--- src/rtl/serial_add_ctrl.sv ---
`default_nettype none
`timescale 1ns/1ps
// ============================================================================
// Module      : serial_add_ctrl
// Description : Bit-serial adder/subtractor with a valid/ready handshake.
//               A single 1-bit full adder is reused once per bit, LSB first.
//               The result is available WIDTH cycles after acceptance and is
//               held until the consumer takes it.
// Revision    : 1.0 - initial release
// ============================================================================
module serial_add_ctrl #(
  parameter int WIDTH = 8
) (
  input  logic             clk,
  input  logic             rst_n,
  input  logic             in_valid,
  output logic             in_ready,
  input  logic [WIDTH-1:0] a,
  input  logic [WIDTH-1:0] b,
  input  logic             sub,
  output logic             out_valid,
  input  logic             out_ready,
  output logic [WIDTH-1:0] sum,
  output logic             cout,
  output logic             ovf,
  output logic             busy
);

  localparam int CW = (WIDTH > 1) ? $clog2(WIDTH) : 1;

  localparam logic [1:0]    c_idle = 2'd0;
  localparam logic [1:0]    c_run  = 2'd1;
  localparam logic [1:0]    c_done = 2'd2;
  localparam logic [CW-1:0] c_last = CW'(WIDTH - 1);

  logic [1:0]       r_state;
  logic [WIDTH-1:0] r_a;
  logic [WIDTH-1:0] r_b;
  logic             r_sub;
  logic             r_carry;
  logic [CW-1:0]    r_cnt;
  logic [WIDTH-1:0] r_sum;
  logic             r_cout;
  logic             r_ovf;

  logic w_x;
  logic w_y;
  logic w_s;
  logic w_c;
  logic w_accept;

  // Shared full adder: the subtrahend is inverted and the carry seeded with 1
  // for subtraction, so a-b is computed as a + ~b + 1.
  assign w_x = r_a[r_cnt];
  assign w_y = r_b[r_cnt] ^ r_sub;
  assign w_s = w_x ^ w_y ^ r_carry;
  assign w_c = (w_x & w_y) | (w_x & r_carry) | (w_y & r_carry);

  assign w_accept  = (r_state == c_idle) && in_valid;

  assign in_ready  = (r_state == c_idle);
  assign out_valid = (r_state == c_done);
  assign busy      = (r_state != c_idle);
  assign sum       = r_sum;
  assign cout      = r_cout;
  assign ovf       = r_ovf;

  // Control FSM: accept in IDLE, WIDTH serial steps in RUN, hold in DONE.
  always_ff @(posedge clk or negedge rst_n) begin
    if (!rst_n) begin
      r_state <= c_idle;
      r_cnt   <= '0;
    end else begin
      case (r_state)
        c_idle: begin
          if (in_valid) begin
            r_state <= c_run;
            r_cnt   <= '0;
          end
        end
        c_run: begin
          r_cnt <= r_cnt + 1'b1;
          if (r_cnt == c_last) begin
            r_state <= c_done;
          end
        end
        c_done: begin
          if (out_ready) begin
            r_state <= c_idle;
          end
        end
        default: begin
          r_state <= c_idle;
        end
      endcase
    end
  end

  // Datapath: latch operands on accept, then shift one result bit per cycle
  // into the MSB; flags are captured from the final bit.
  always_ff @(posedge clk or negedge rst_n) begin
    if (!rst_n) begin
      r_a     <= '0;
      r_b     <= '0;
      r_sub   <= 1'b0;
      r_carry <= 1'b0;
      r_sum   <= '0;
      r_cout  <= 1'b0;
      r_ovf   <= 1'b0;
    end else if (w_accept) begin
      r_a     <= a;
      r_b     <= b;
      r_sub   <= sub;
      r_carry <= sub;
    end else if (r_state == c_run) begin
      r_sum   <= {w_s, r_sum[WIDTH-1:1]};
      r_carry <= w_c;
      if (r_cnt == c_last) begin
        r_cout <= w_c;
        r_ovf  <= r_carry ^ w_c;
      end
    end
  end

endmodule
`default_nettype wire

--- config.mk ---
export PLATFORM = sky130hd
export DESIGN_NAME = serial_add_ctrl
export DESIGN_NICKNAME = d
export VERILOG_FILES = /design/src/rtl/serial_add_ctrl.sv
export SDC_FILE = /design/constraint.sdc
export NUM_CORES = 1
export LEC_CHECK = 0
export ABC_AREA = 0
export BUFFER_PORTS_ARGS = -buffer_cell sky130_fd_sc_hd__buf_2
export CAP_MARGIN = 20
export CORE_AREA = 2 2 64 66
export DETAILED_ROUTE_END_ITERATION = 10
export DIE_AREA = 0 0 66 68
export GPL_ROUTABILITY_DRIVEN = 0
export GPL_TIMING_DRIVEN = 1
export SETUP_SLACK_MARGIN = 0.1
export SYNTH_ARGS = -nofsm -noshare
export SYNTH_HDL_FRONTEND = slang
export SYNTH_SLANG_ARGS = --single-unit
--- constraint.sdc ---
create_clock -name clk -period 5.5 [get_ports clk]
set_input_delay 0 -clock clk [delete_from_list [all_inputs] [get_ports clk]]
set_output_delay 0 -clock clk [all_outputs]
set_load 0.02 [all_outputs]
### Yosys cells after proc, flatten, opt, wreduce, memory -nomap -nowiden

Cells that the tools add are included.

| storage, ports and cells | value |
|---|---|
| logic and storage cells | 48 |
| bits in registers | 33 |
| input bits | 21 |
| output and inout bits | 13 |

| operators by class | value |
|---|---|
| add/subtract/negate cells | 1 |
| order comparisons | 1 |
| muxes and demuxes | 12 |
| reduce and logical (&&, ||, !) cells | 9 |
| bitwise gates (word level) | 10 |
| equal/unequal tests | 6 |

Operators with widths:

| operator | number |
|---|---|
| binary-select mux 1 bit (select 3 bit) | 2 |
| 2-to-1 mux 2 bit | 3 |
| one-hot mux 2 bit (3 select lines) | 1 |
| one-hot mux 3 bit (2 select lines) | 1 |
| AND reduction 3 bit | 2 |
| nonzero test 2 bit | 3 |
| < comparator 3 x 4 -> 1 bit, second input constant | 1 |
| 2-to-1 mux 1 bit | 4 |
| inequality test 2 bit, second input constant | 2 |
| AND reduction 2 bit | 2 |
| XOR 1 bit | 4 |
| adder 3 x 1 -> 3 bit, second input constant | 1 |
| AND 1 bit | 3 |
| == test 3 bit, second input constant | 1 |
| 2-to-1 mux 3 bit | 1 |
| == test 2 x 1 -> 1 bit, second input constant | 1 |
| == test 2 bit, second input constant | 1 |
| logical NOT 2 bit | 1 |
| inequality test 2 x 1 -> 1 bit, second input constant | 1 |
| bitwise OR 1 bit | 2 |
| logical AND 1 bit | 1 |
| NOT 1 bit | 1 |

### Logic depth before layout (Yosys ltp)

Gate-level depths: netlist of the first run.

| logic depth | value |
|---|---|
| word-level depth | 8 |
| mapped depth | 7 |
| gate-level depth less buffers | 6 |

### Worst setup path before layout of the first run

Ideal clock, no wire load.

| timing path | value |
|---|---|
| kind | flip-flop to flip-flop |
| from | register r_cnt[1] |
| to | register r_ovf (netlist: ovf) |
| buffers on the path | 1 |
| arrival time | 1.904 ns |
| setup slack | 3.513 ns |
| period minus slack after synthesis | 1.987 ns |
| stages on the path, launching flop included | 8 |
| cell sequence | dfrtp_1 buf_6 mux2i_1 mux4_2 xnor2_1 fa_1 xor2_1 o21ai_0 |

| between the ends | value |
|---|---|
| cells in the longest elaborated chain, start to end | 7 |

Ends and longest elaborated chain:

| item | line | RTL |
|---|---|---|
| from (decl) | 41 | `logic [CW-1:0] r_cnt;` |
| from (signal assigned) | 82 | `r_cnt <= r_cnt + 1'b1;` |
| binary-select mux 1 bit (select 3 bit) | 55 | `assign w_y = r_b[r_cnt] ^ r_sub;` |
| 2-to-1 mux 1 bit (implied by the code) | 55 |  |
| XOR 1 bit | 55 |  |
| AND 1 bit | 57 | `assign w_c = (w_x & w_y) \| (w_x & r_carry) \| (w_y & r_carry);` |
| bitwise OR 1 bit (2 in a row) | 57 |  |
| XOR 1 bit | 120 | `r_ovf <= r_carry ^ w_c;` |
| to (signal assigned) | 120 |  |
| to (decl) | 44 | `logic r_ovf;` |

Parallel ways exist; a longest one is shown, timed or not. The select of a mux whose other input is x is not followed.
A chain may end at the register's enable or synchronous reset.

### Final worst setup path of the first run

Ends and elaborated chain as after synthesis.

==> metrics.md, run 1 <==
| Metric | Value |
|---|---|
| Non-filler instance count after layout | `242` |
| Worst VDD drop | `around 0.18 mV` |
| Vias in the first global route | `1,022` |
| Number of diodes | `0` |
| Rel. slew slack | `0.533` |
| Syn Area/Cell | `10.7 sq um` |
| Final ANT Viol Nets | `0` |
| Buffers & Inverters on Critical Path | `0` |
| Via/cell ratio | `4.48` |
| Post-synthesis mux area share | `0.139` |
| Root buffer cell | `clkbuf_8` |
| Nets@finish | `around 220` |
| Seq/Total Area, Yosys | `0.564` |
| DRC Markers | `0` |
| Sum Neg Setup Slack | `0 ns` |
| Max Clock Skew | `0.00499 ns` |
| Post-synthesis adder-cell area fraction | `0.0308` |
| # Post-CTS Setup Buffers | `0` |
| Clock-pin slew on the worst setup and hold paths | `roughly 0.060 ns` |
| Crit path cell chain | `mux2i_1 -> mux4_2 -> xnor2_1 -> fa_1 -> xor2_1 -> o21ai_0` |
| DP Cell Count | `214` |
| Synth cell types | `22` |
| Die height | `68 microns` |
| FF+latch count, synth | `33` |
| Main combinational cell family by area after synthesis | `simple AND/OR/NAND/NOR gates` |
| Yosys warns | `0` |
| Simple-gate area share of the yosys netlist | `0.178` |
| Fin crit period | `2.10 ns` |
| Site Rows | `23` |
| Worst hold margin | `0.166 ns` |
| Clk_lat worst skew | `between 0.2 and 0.3 ns` |
| Power per cell area | `556 nW/um^2` |
| Int Pwr | `between 0.6 and 0.7 mW` |
| Clock Path Buffers | `2` |
| Fin. Hold Viols | `0` |
| Sequential share of power | `0.417` |
| FF+latch area | `826 sq um` |
| Tot Pwr | `1.08 mW` |
| IO buf count | `33` |
| Worst path max stage delay | `0.53 ns` |
| Starting Density | `0.380` |
| XOR/XNOR Fraction of Synth Area | `0.0120` |
| H-tree depth | `2` |
| WL/cell | `11.5 microns` |
| CTS tree | `built` |
| Initial antenna violation count | `0` |
| Routed wire length | `2.78 mm` |
| Status | `complete, no violations` |
| I/O pin total | `34` |
| CP Capture Type | `flip-flop` |
| CP Launch Type | `flip-flop` |
| First-pass GRT wire length | `4.46 mm` |
| Period utilisation layout | `0.383` |
| Slack of the critical path | `around 3.4 ns` |
| Largest net degree at the start of global routing | `34` |
| Final slew viol count | `0` |
| Synth Instances | `137` |
| WS Path Type | `flip-flop to flip-flop` |
| Slowest library cell on the worst path | `dfrtp_1` |
| DRT Pass-1 Iters | `4` |
| Pleak | `0.986 nW` |
| Fill cell count | `384` |
| Vias | `around 1,100` |
| Gate power share | `0.426` |
| Post-Synthesis Net Count | `161` |
| Data arrival, critical path | `2.31 ns` |
| Unrepaired setup endpoints after global routing | `no` |
| Drt initial violations | `53` |
| Met3 routed WL | `167 microns` |
| Core area | `3860 sq um` |
| Detailed Place HPWL | `~1.9 mm` |
| WL met2 | `1.30 mm` |
| Fin util | `0.502` |
| Multi-input logic area | `roughly 580 sq um` |
| CTS sink cnt | `33` |
| CP required | `about 5.7 ns` |
| Peak Freq | `475 MHz` |
| Met1 WL | `~1.3 mm` |
| Hold_buf cts | `19` |
| Die X | `approximately 66 microns` |
| Total Routing Usage GR | `0.136` |
| Top sig layer | `met4` |
| Max FO, Critical Path | `8` |
| TritonCTS Buffers | `5` |
| Setup Viol. Count Final | `0` |
| Max-cap violations | `0` |
| Hold WC Path Type | `input port to flip-flop` |
| Cell family with most CP delay | `multiplexers` |
| Total gr overflow | `0` |
| Fraction of layout cells with a size suffix above 1 | `0.255` |
| Worst slack at placement | `3.40 ns` |
| Area Overhead vs Synth | `32.3%` |
| Pin slew with the least headroom to its limit | `0.700 ns` |
| Post-Syn Area | `1460 sq um` |
| Cts repair resizes | `0` |
| Clk pwr share | `0.157` |
| Switch share | `0.376` |
| Synth Area in Compound Gates | `0.0359` |
| P_sw | `0.405 mW` |
| Fin area | `1940 sq um` |
| Die area | `approximately 4500 sq um` |
| Dpl cell area | `1660 sq um` |
## cells in the mapped netlist
master    instances  area [sq um]
buf_2             5          25.0
buf_6             1          11.3
dfrtp_1          33           826
fa_1              1          20.0
ha_1              2          25.0
inv_1             6          22.5
mux2_2            7          78.8
mux2i_1           5          50.1
mux4_1            2          52.6
mux4_2            1          22.5
nand2_1          52           195
nand2b_1          2          12.5
nand3_1           4          20.0
nand3b_1          1          7.51
nor2_1            1          3.75
nor3b_2           1          12.5
o211ai_1          1          7.51
o21ai_0           8          40.0
o21ai_1           1          5.00
or3b_2            1          8.76
xnor2_1           1          8.76
xor2_1            1          8.76
## placed cells by master, fill, tap and decap left out
cell type / Yosys / final
mux4_1: 2 / 2
dfrtp_1: 33 / 33
nor2_1: 1 / 1
buf_2: 5 / 33
o21ai_0: 8 / 8
fa_1: 1 / 1
mux2_2: 7 / 7
dlygate4sd3_1: 0 / 19
buf_6: 1 / 1
mux2i_1: 5 / 5
inv_1: 6 / 6
or3b_2: 1 / 1
xnor2_1: 1 / 1
o211ai_1: 1 / 1
nand3b_1: 1 / 1
xor2_1: 1 / 1
nand3_1: 4 / 4
nand2_1: 52 / 52
mux4_2: 1 / 1
nor3b_2: 1 / 1
clkbuf_1: 0 / 3
ha_1: 2 / 2
o21ai_1: 1 / 1
nand2b_1: 2 / 2
clkbuf_8: 0 / 5
## final timing paths
path	cells past startpoint	start	end	slack, ns
hold reg to reg	2	r_a[4]$_DFFE_PN0P_	r_a[4]$_DFFE_PN0P_	0.47
max in group asynchronous	2	rst_n	r_state[1]$_DFFE_PN0P_	4.74
setup / recovery	6	r_cnt[1]$_DFFE_PN0P_	ovf$_DFFE_PN0P_	3.40
setup reg to reg	6	r_cnt[1]$_DFFE_PN0P_	ovf$_DFFE_PN0P_	3.40
min in group asynchronous	2	rst_n	ovf$_DFFE_PN0P_	0.31
hold / removal	3	in_valid	r_sub$_DFFE_PN0P_	0.17
## area by class of cell
type	instances	area share
flip-flops and latches	33	0.426
clock buffers	8	0.0413
well taps	50	0.0323
inverters	6	0.0116
repair buffers	53	0.189
multi-input cells	92	0.299
## worst register-to-register path: stages, from the launching register on
cell and delay, ns:
dfrtp_1 0.53, mux2i_1 0.14, mux4_2 0.49, xnor2_1 0.15
fa_1 0.42, xor2_1 0.17, o21ai_0 0.14
## state kept, by name, indices dropped and copies added, names as in the netlist
| name | cells |
|---|---|
| r_a | 8 |
| r_b | 8 |
| sum | 8 |
| r_cnt | 3 |
| r_state | 2 |
| cout | 1 |
| ovf | 1 |
| r_carry | 1 |
| r_sub | 1 |
## cell families (layout without fill, tap and decap cells)
kind of cell | after synthesis | count (layout)
AOI/OAI and AO/OA | 10 | 10
xor gates and xnor gates | 2 | 2
adders and majority gates | 3 | 3
buffers and inverters | 12 | 67
DFF | 33 | 33
muxes | 15 | 15
and+or+nand+nor | 62 | 62
## per-layer routing
layer | vias up | global-route usage
li1 | 553 | -
met1 | 498 | 0.160
met2 | 30 | 0.229
met3 | 2 | 0.0543
met4 | 0 | 0.0459
met5 | - | 0
## power groups by stage
stage | Clock, mW | Combinational, mW | Sequential [mW]
global route | 0.189 | 0.517 | 0.464
global placement | 0 | 0.437 | 0.449
detailed placement | 0 | 0.453 | 0.454
floorplan | 0 | 0.323 | 0.470
finish | 0.169 | 0.459 | 0.449
CTS | 0.178 | 0.464 | 0.450
Power figures use the tool's default switching activity.
==> inputs of run 2 (changes only) <==
ABC_AREA = 1   (was 0)
clock period = 1.75 ns   (was 5.5 ns; I/O delays follow)
==> run 2 against run 1 <==
Effect of this change:
- critical path type unchanged
- largest power group unchanged
- combinational power rose to 3.6 times the previous value
- sequential share of layout area fell by 2.1 points
- non-clock buffer count rose by 1
- utilization rose by 2.7 points
- largest cell class unchanged
==> metrics.md, run 2 <==
| Metric | Value |
|---|---|
| Clock Path Buffers | `2` |
| Pin slew with the least headroom to its limit | `0.711 ns` |
| P_sw | `1.51 mW` |
| TritonCTS Buffers | `5` |
| CTS tree | `built` |
| Seq/Total Area, Yosys | `0.565` |
| WL/cell | `10.9 microns` |
| Reg-to-reg endpoint | `ovf$_DFFE_PN0P_` |
| Die area | `4490 sq um` |
| Fin crit period | `1.70 ns` |
| # Post-CTS Setup Buffers | `0` |
| Clock-pin slew on the worst setup and hold paths | `0.06 ns` |
| DRC Markers | `0` |
| Synth area leaders | `dfrtp_1, nand2_1, o21ai_0, inv_1, nand3_1` |
| Buffers & Inverters on Critical Path | `2` |
| Met1 WL | `1.45 mm` |
| CP Launch Type | `flip-flop` |
| Met3 routed WL | `163 microns` |
| Post-Syn Area | `1460 sq um` |
| Slowest library cell on the worst path | `dfrtp_1` |
| Max FO, Critical Path | `5` |
| Worst r2r path cells | `10` |
| Critical path origin | `r_cnt[0]$_DFFE_PN0P_` |
| WL met2 | `between 1 and 1.5 mm` |
| Switch share | `0.419` |
| WS Path Type | `flip-flop to flip-flop` |
| Clk_lat worst skew | `about 0.27 ns` |
| Period utilisation layout | `0.971` |
| Die X | `66 microns` |
| Int Pwr | `2.09 mW` |
| Unrepaired setup endpoints after global routing | `yes` |
| Main combinational cell family by area after synthesis | `simple AND/OR/NAND/NOR gates` |
| DRT Pass-1 Iters | `4` |
| Total gr overflow | `0` |
| Die height | `68 microns` |
| Final ANT Viol Nets | `0` |
| Root buffer cell | `clkbuf_8` |
| Commonest non-fill, non-tap cell in the layout | `nand2_1` |
| H-tree depth | `2` |
| Worst slack at placement | `just under 0.004 ns` |
| Vias in the first global route | `1,187` |
| Initial antenna violation count | `0` |
| Drt initial violations | `36` |
| Area Overhead vs Synth | `39.5%` |
| Peak Freq | `between 500 and 600 MHz` |
| Fin. Hold Viols | `0` |
| EDFF count, synth | `0` |
| Site Rows | `23` |
| Critical R2R Launch | `r_cnt[0]$_DFFE_PN0P_` |
| Detailed Place HPWL | `2.04 mm` |
| Clk pwr share | `0.155` |
| Routed wire length | `3.04 mm` |
| First-pass GRT wire length | `5.21 mm` |
| XOR/XNOR Fraction of Synth Area | `0.00599` |
| Fin util | `0.529` |
| Hold path depth | `3` |
| Via/cell ratio | `4.47` |
| Post-Synthesis Net Count | `about 200` |
| IO buf count | `33` |
| Slack of the critical path | `about 0.05 ns` |
| Rel. slew slack | `0.526` |
| Synth Instances | `172` |
| Simple-gate area share of the yosys netlist | `0.260` |
| Hold_sp | `in_valid` |
| Top cell type by total area after synthesis | `dfrtp_1` |
| Min-Delay Endpoint | `r_state[0]$_DFFE_PN0P_` |
| FF+latch count, synth | `33` |
| Synth cell count leaders | `nand2_1, dfrtp_1, o21ai_0` |
| CP required | `1.95 ns` |
| Max Clock Skew | `0.00328 ns` |
| Data arrival, critical path | `1.90 ns` |
| Yosys warns | `0` |
| Gate power share | `0.460` |
| I/O pin total | `34` |
| Starting Density | `0.379` |
| Post-synthesis mux area share | `0` |
| Worst path max stage delay | `approximately 0.41 ns` |
| Final slew viol count | `0` |
| Top cell type's share of synthesized area | `0.565` |
| CP Capture Type | `flip-flop` |
| Number of diodes | `0` |
| Most used cell, CP | `nand3_2` |
| Synth cell types | `18` |
| Count leader, synth | `nand2_1` |
| Largest net degree at the start of global routing | `34` |
| Nets@finish | `around 250` |
| Synth Area in Compound Gates | `0.0830` |
| CTS sink cnt | `33` |
| Fraction of layout cells with a size suffix above 1 | `0.291` |
| Cell family with most CP delay | `flip-flops` |
| Fill cell count | `380` |
| Power per cell area | `1760 nW/um^2` |
| FF-to-FF setup slack | `0.05 ns` |
| Total Routing Usage GR | `0.156` |
| Primary FF master, synth | `dfrtp_1` |
| Synth async-reset ratio | `1.00` |
| Setup Viol. Count Final | `0` |
| Crit path cell chain | `buf_6 -> inv_8 -> nand2_2 -> nand3_2 -> nand3_2 -> nand3_2 -> nand2_1 -> fa_2 -> xor2_1 -> o21ai_1` |
| Syn Area/Cell | `between 8 and 9 sq um` |
| Top sig layer | `met4` |
| Core area | `a little under 4000 sq um` |
| Worst VDD drop | `between 0.7 and 0.8 mV` |
| Hold WC Path Type | `input port to flip-flop` |
| Post-synthesis adder-cell area fraction | `0.0308` |
| Pleak | `1.06 nW` |
| Sequential share of power | `0.385` |
| Vias | `1,251` |
| Most frequent cells in the layout | `nand2_1, buf_2, dfrtp_1` |
| Status | `complete, no violations` |
| Max-cap violations | `0` |
==> run 2: cell count changes after synthesis, sizes merged, moves of 2 or more <==
cell and change:
buf -2, inv +8, mux2 -7, mux2i -5
mux4 -3, nand2 +27, nand2b -2, nand3 +3
nor2 +8, o21ai +9
==> run 2: kinds of logic (layout without fill, tap and decap cells) <==
group / count (synthesis) / in the layout
simple gates: 95 / 95
flops: 33 / 33
compound gates: 22 / 22
buf+inv: 18 / 76
fa+ha+maj: 3 / 3
xor+xnor: 1 / 1
==> run 2: repair_timing <==
item,4_1_cts,5_1_grt
gates cloned,1,0
endpoints found under the setup margin,3,4
pin swaps,8,9
hold endpoints to repair,52,0
gates resized for setup,17,12
hold buffers,19,0
==> run 2: worst max path at each step <==
| stage | end | slack [ns] | cells after the start |
|---|---|---|---|
| finish | ovf$_DFFE_PN0P_ | 0.05 | 10 |
| global route | ovf$_DFFE_PN0P_ | -0.08 | 8 |
| CTS | ovf$_DFFE_PN0P_ | 0.08 | 10 |
| detailed placement | ovf$_DFFE_PN0P_ | 0.004 | 10 |
| global placement | ovf$_DFFE_PN0P_ | 0.04 | 10 |
| floorplan | ovf$_DFFE_PN0P_ | 0.11 | 10 |
==> run 2: power groups by stage <==
stage / sequential (mW) / clock (mW) / combinational, mW
detailed placement: 1.37 / 0 / 1.46
global route: 1.43 / 0.602 / 1.95
floorplan: 1.42 / 0 / 0.992
finish: 1.39 / 0.558 / 1.66
global placement: 1.36 / 0 / 1.45
CTS: 1.38 / 0.574 / 1.62
==> run 2: tightest hold or removal path, delay by kind of cell <==
family | cells | cell delay, ns
AOI/OAI and AO/OA | 1 | 0.11
buffers and inverters | 1 | 0.10
and+or+nand+nor | 1 | 0.14
==> run 2: metrics by stage <==
step	total power, mW	hold WS, ns	TNS [ns]	cells	instance area, sq um
3_5_place_dp	2.83	0.104	0	253	1680
3_3_place_gp	2.80	0.103	0	253	1680
4_1_cts	3.57	0.135	0	280	2020
6_report	3.60	0.127	0	280	2040
5_1_grt	3.98	0.172	-0.0911	280	2040
2_1_floorplan	2.42	-0.296	0	172	1470
==> run 2: area by class of cell <==
type | instances | area (sq um) | share of cell area
Sequential cell | 33 | 827 | 0.405
Multi-Input combinational cell | 121 | 618 | 0.303
Timing Repair Buffer | 54 | 378 | 0.185
Clock buffer | 7 | 86.3 | 0.0423
Inverter | 14 | 62.6 | 0.0307
Tap cell | 50 | 62.6 | 0.0307
Timing Repair inverter | 1 | 6.26 | 0.00307
==> run 2: per-layer routing <==
metal | global-route usage | vias up
li1 | - | 658
met1 | 0.201 | 557
met2 | 0.251 | 32
met3 | 0.0411 | 4
met4 | 0.0612 | 0
met5 | 0 | -
==> inputs of run 3 (changes only) <==
MAX_ROUTING_LAYER = met4   (was default)
==> run 3 against run 2 <==
Effect of this change:
- flip-flop and latch count unchanged
- non-clock buffer count unchanged
- utilization unchanged
- count of clock-buffer cells in the layout unchanged
- cell count unchanged
- setup slack about the same
- critical path depth unchanged
- largest power group unchanged
==> metrics.md, run 3 (same netlist as run 2, synthesis figures left out) <==
| Metric | Value |
|---|---|
| WS Path Type | `flip-flop to flip-flop` |
| Total Routing Usage GR | `0.160` |
| CP Capture Type | `flip-flop` |
| Final ANT Viol Nets | `0` |
| Max-cap violations | `0` |
| Starting Density | `0.379` |
| Period utilisation layout | `0.971` |
| Unrepaired setup endpoints after global routing | `yes` |
| Max FO, Critical Path | `5` |
| Max Clock Skew | `0.00319 ns` |
| Clk pwr share | `0.156` |
| Peak Freq | `between 500 and 600 MHz` |
| FF-to-FF setup slack | `0.05 ns` |
| Tot Pwr | `3.60 mW` |
| TritonCTS Buffers | `5` |
| Die X | `66 microns` |
| IO buf count | `33` |
| Largest net degree at the start of global routing | `34` |
| Clock-pin slew on the worst setup and hold paths | `roughly 0.060 ns` |
| DRC Markers | `0` |
| CP Launch Type | `flip-flop` |
| Power per cell area | `1760 nW/um^2` |
| Die height | `about 68 microns` |
| Clock Path Buffers | `2` |
| Rel. slew slack | `0.526` |
| Status | `complete, no violations` |
| Sum Neg Setup Slack | `0 ns` |
| Data arrival, critical path | `between 1.5 and 2 ns` |
| Worst VDD drop | `0.780 mV` |
| Core area | `3860 sq um` |
| WL/cell | `10.9 microns` |
| Drt initial violations | `34` |
| Commonest non-fill, non-tap cell in the layout | `nand2_1` |
| Clk_lat worst skew | `between 0.2 and 0.3 ns` |
| Nets@finish | `254` |
| Total gr overflow | `0` |
| Critical path origin | `r_cnt[0]$_DFFE_PN0P_` |
| Root buffer cell | `clkbuf_8` |
| Via/cell ratio | `4.46` |
| Switch share | `0.420` |
| Initial antenna violation count | `0` |
| Most frequent cells in the layout | `nand2_1, buf_2, dfrtp_1` |
| Multi-input logic area | `approximately 600 sq um` |
| First-pass GRT wire length | `5.22 mm` |
| Hold path depth | `3` |
| Die area | `4490 sq um` |
| Setup Viol. Count Final | `0` |
| Hold WC Path Type | `input port to flip-flop` |
| Reg-to-reg endpoint | `ovf$_DFFE_PN0P_` |
| Detailed Place HPWL | `2.04 mm` |
| Gate power share | `0.460` |
| CTS sink cnt | `33` |
| Final slew viol count | `0` |
| DRT Pass-1 Iters | `4` |
| Pin slew with the least headroom to its limit | `0.711 ns` |
| Hold_sp | `in_valid` |
| Sequential share of power | `0.384` |
| Vias in the first global route | `about 1,200` |
| Vias | `1,249` |
| Int Pwr | `2.09 mW` |
| CP required | `1.96 ns` |
| Min-Delay Endpoint | `r_state[0]$_DFFE_PN0P_` |
| Fin crit period | `approximately 1.7 ns` |
| Routed wire length | `between 3 and 4 mm` |
| Number of diodes | `0` |
| Area Overhead vs Synth | `39.5%` |
| FF+latch area | `827 sq um` |
| CTS tree | `built` |
| Fin. Hold Viols | `0` |
| Critical R2R Launch | `r_cnt[0]$_DFFE_PN0P_` |
| I/O pin total | `34` |
| Dpl cell area | `1680 sq um` |
| H-tree depth | `2` |
| P_sw | `1.51 mW` |
| Fill cell count | `380` |
| Pleak | `1.06 nW` |
| Fraction of layout cells with a size suffix above 1 | `0.291` |
| Site Rows | `23` |
| Fin area | `2040 sq um` |
| Worst r2r path cells | `10` |
-- run 3: cell counts in the layout (fill, tap and decap cells not counted) --
Identical to the previous run, type by type.
-- run 3: per-layer routing --
metal | global-route usage | part of all wire
met5 | - | 0
met4 | 0.0612 | 0.011
met3 | 0.0411 | 0.052
met2 | 0.251 | 0.46
met1 | 0.201 | 0.48
-- run 3: worst max path at each step --
stage | end | slack, ns | depth (start not counted)
2_1_floorplan | ovf$_DFFE_PN0P_ | 0.11 | 10
3_3_place_gp | ovf$_DFFE_PN0P_ | 0.04 | 10
3_5_place_dp | ovf$_DFFE_PN0P_ | 0.004 | 10
4_1_cts | ovf$_DFFE_PN0P_ | 0.08 | 10
5_1_grt | ovf$_DFFE_PN0P_ | -0.08 | 8
6_report | ovf$_DFFE_PN0P_ | 0.05 | 10
-- run 3: power groups by stage --
stage	Sequential [mW]	Clock (mW)	Combinational, mW
2_1_floorplan	1.42	0	0.992
3_3_place_gp	1.36	0	1.45
3_5_place_dp	1.37	0	1.46
4_1_cts	1.38	0.574	1.62
5_1_grt	1.43	0.602	1.95
6_report	1.38	0.561	1.66
-- run 3: metrics by stage --
| stage | utilization | setup WS (ns) | hold slack [ns] | instances |
|---|---|---|---|---|
| global route | 0.529 | -0.0755 | 0.172 | 280 |
| detailed placement | 0.437 | 0.00389 | 0.104 | 253 |
| CTS | 0.523 | 0.0760 | 0.135 | 280 |
| global placement | 0.437 | 0.0428 | 0.103 | 253 |
| finish | 0.529 | 0.0500 | 0.125 | 280 |
| floorplan | - | 0.105 | -0.296 | 172 |
-- run 3: repair_timing --
item / in CTS / in global routing
hold buffers: 19 / 0
resized for setup: 17 / 12
gates cloned: 1 / 0
hold endpoints to repair: 52 / 0
pin swaps: 8 / 9
endpoints found under the setup margin: 3 / 4
buffers inserted: 0 / 0
-- run 3: area by class of cell --
type / instances / area share
timing repair buffer: 54 / 0.185
timing repair inverter: 1 / 0.00307
inverter: 14 / 0.0307
sequential: 33 / 0.405
tap: 50 / 0.0307
clock buffer: 7 / 0.0423
multi-input combinational: 121 / 0.303
-- run 3: worst max-delay path, cell delays in order, from the launching register on --
cell	delay [ns]
dfrtp_1	0.41
buf_6	0.15
inv_8	0.06
nand2_2	0.05
nand3_2	0.06
nand3_2	0.09
nand3_2	0.08
nand2_1	0.07
fa_2	0.36
xor2_1	0.17
o21ai_1	0.12
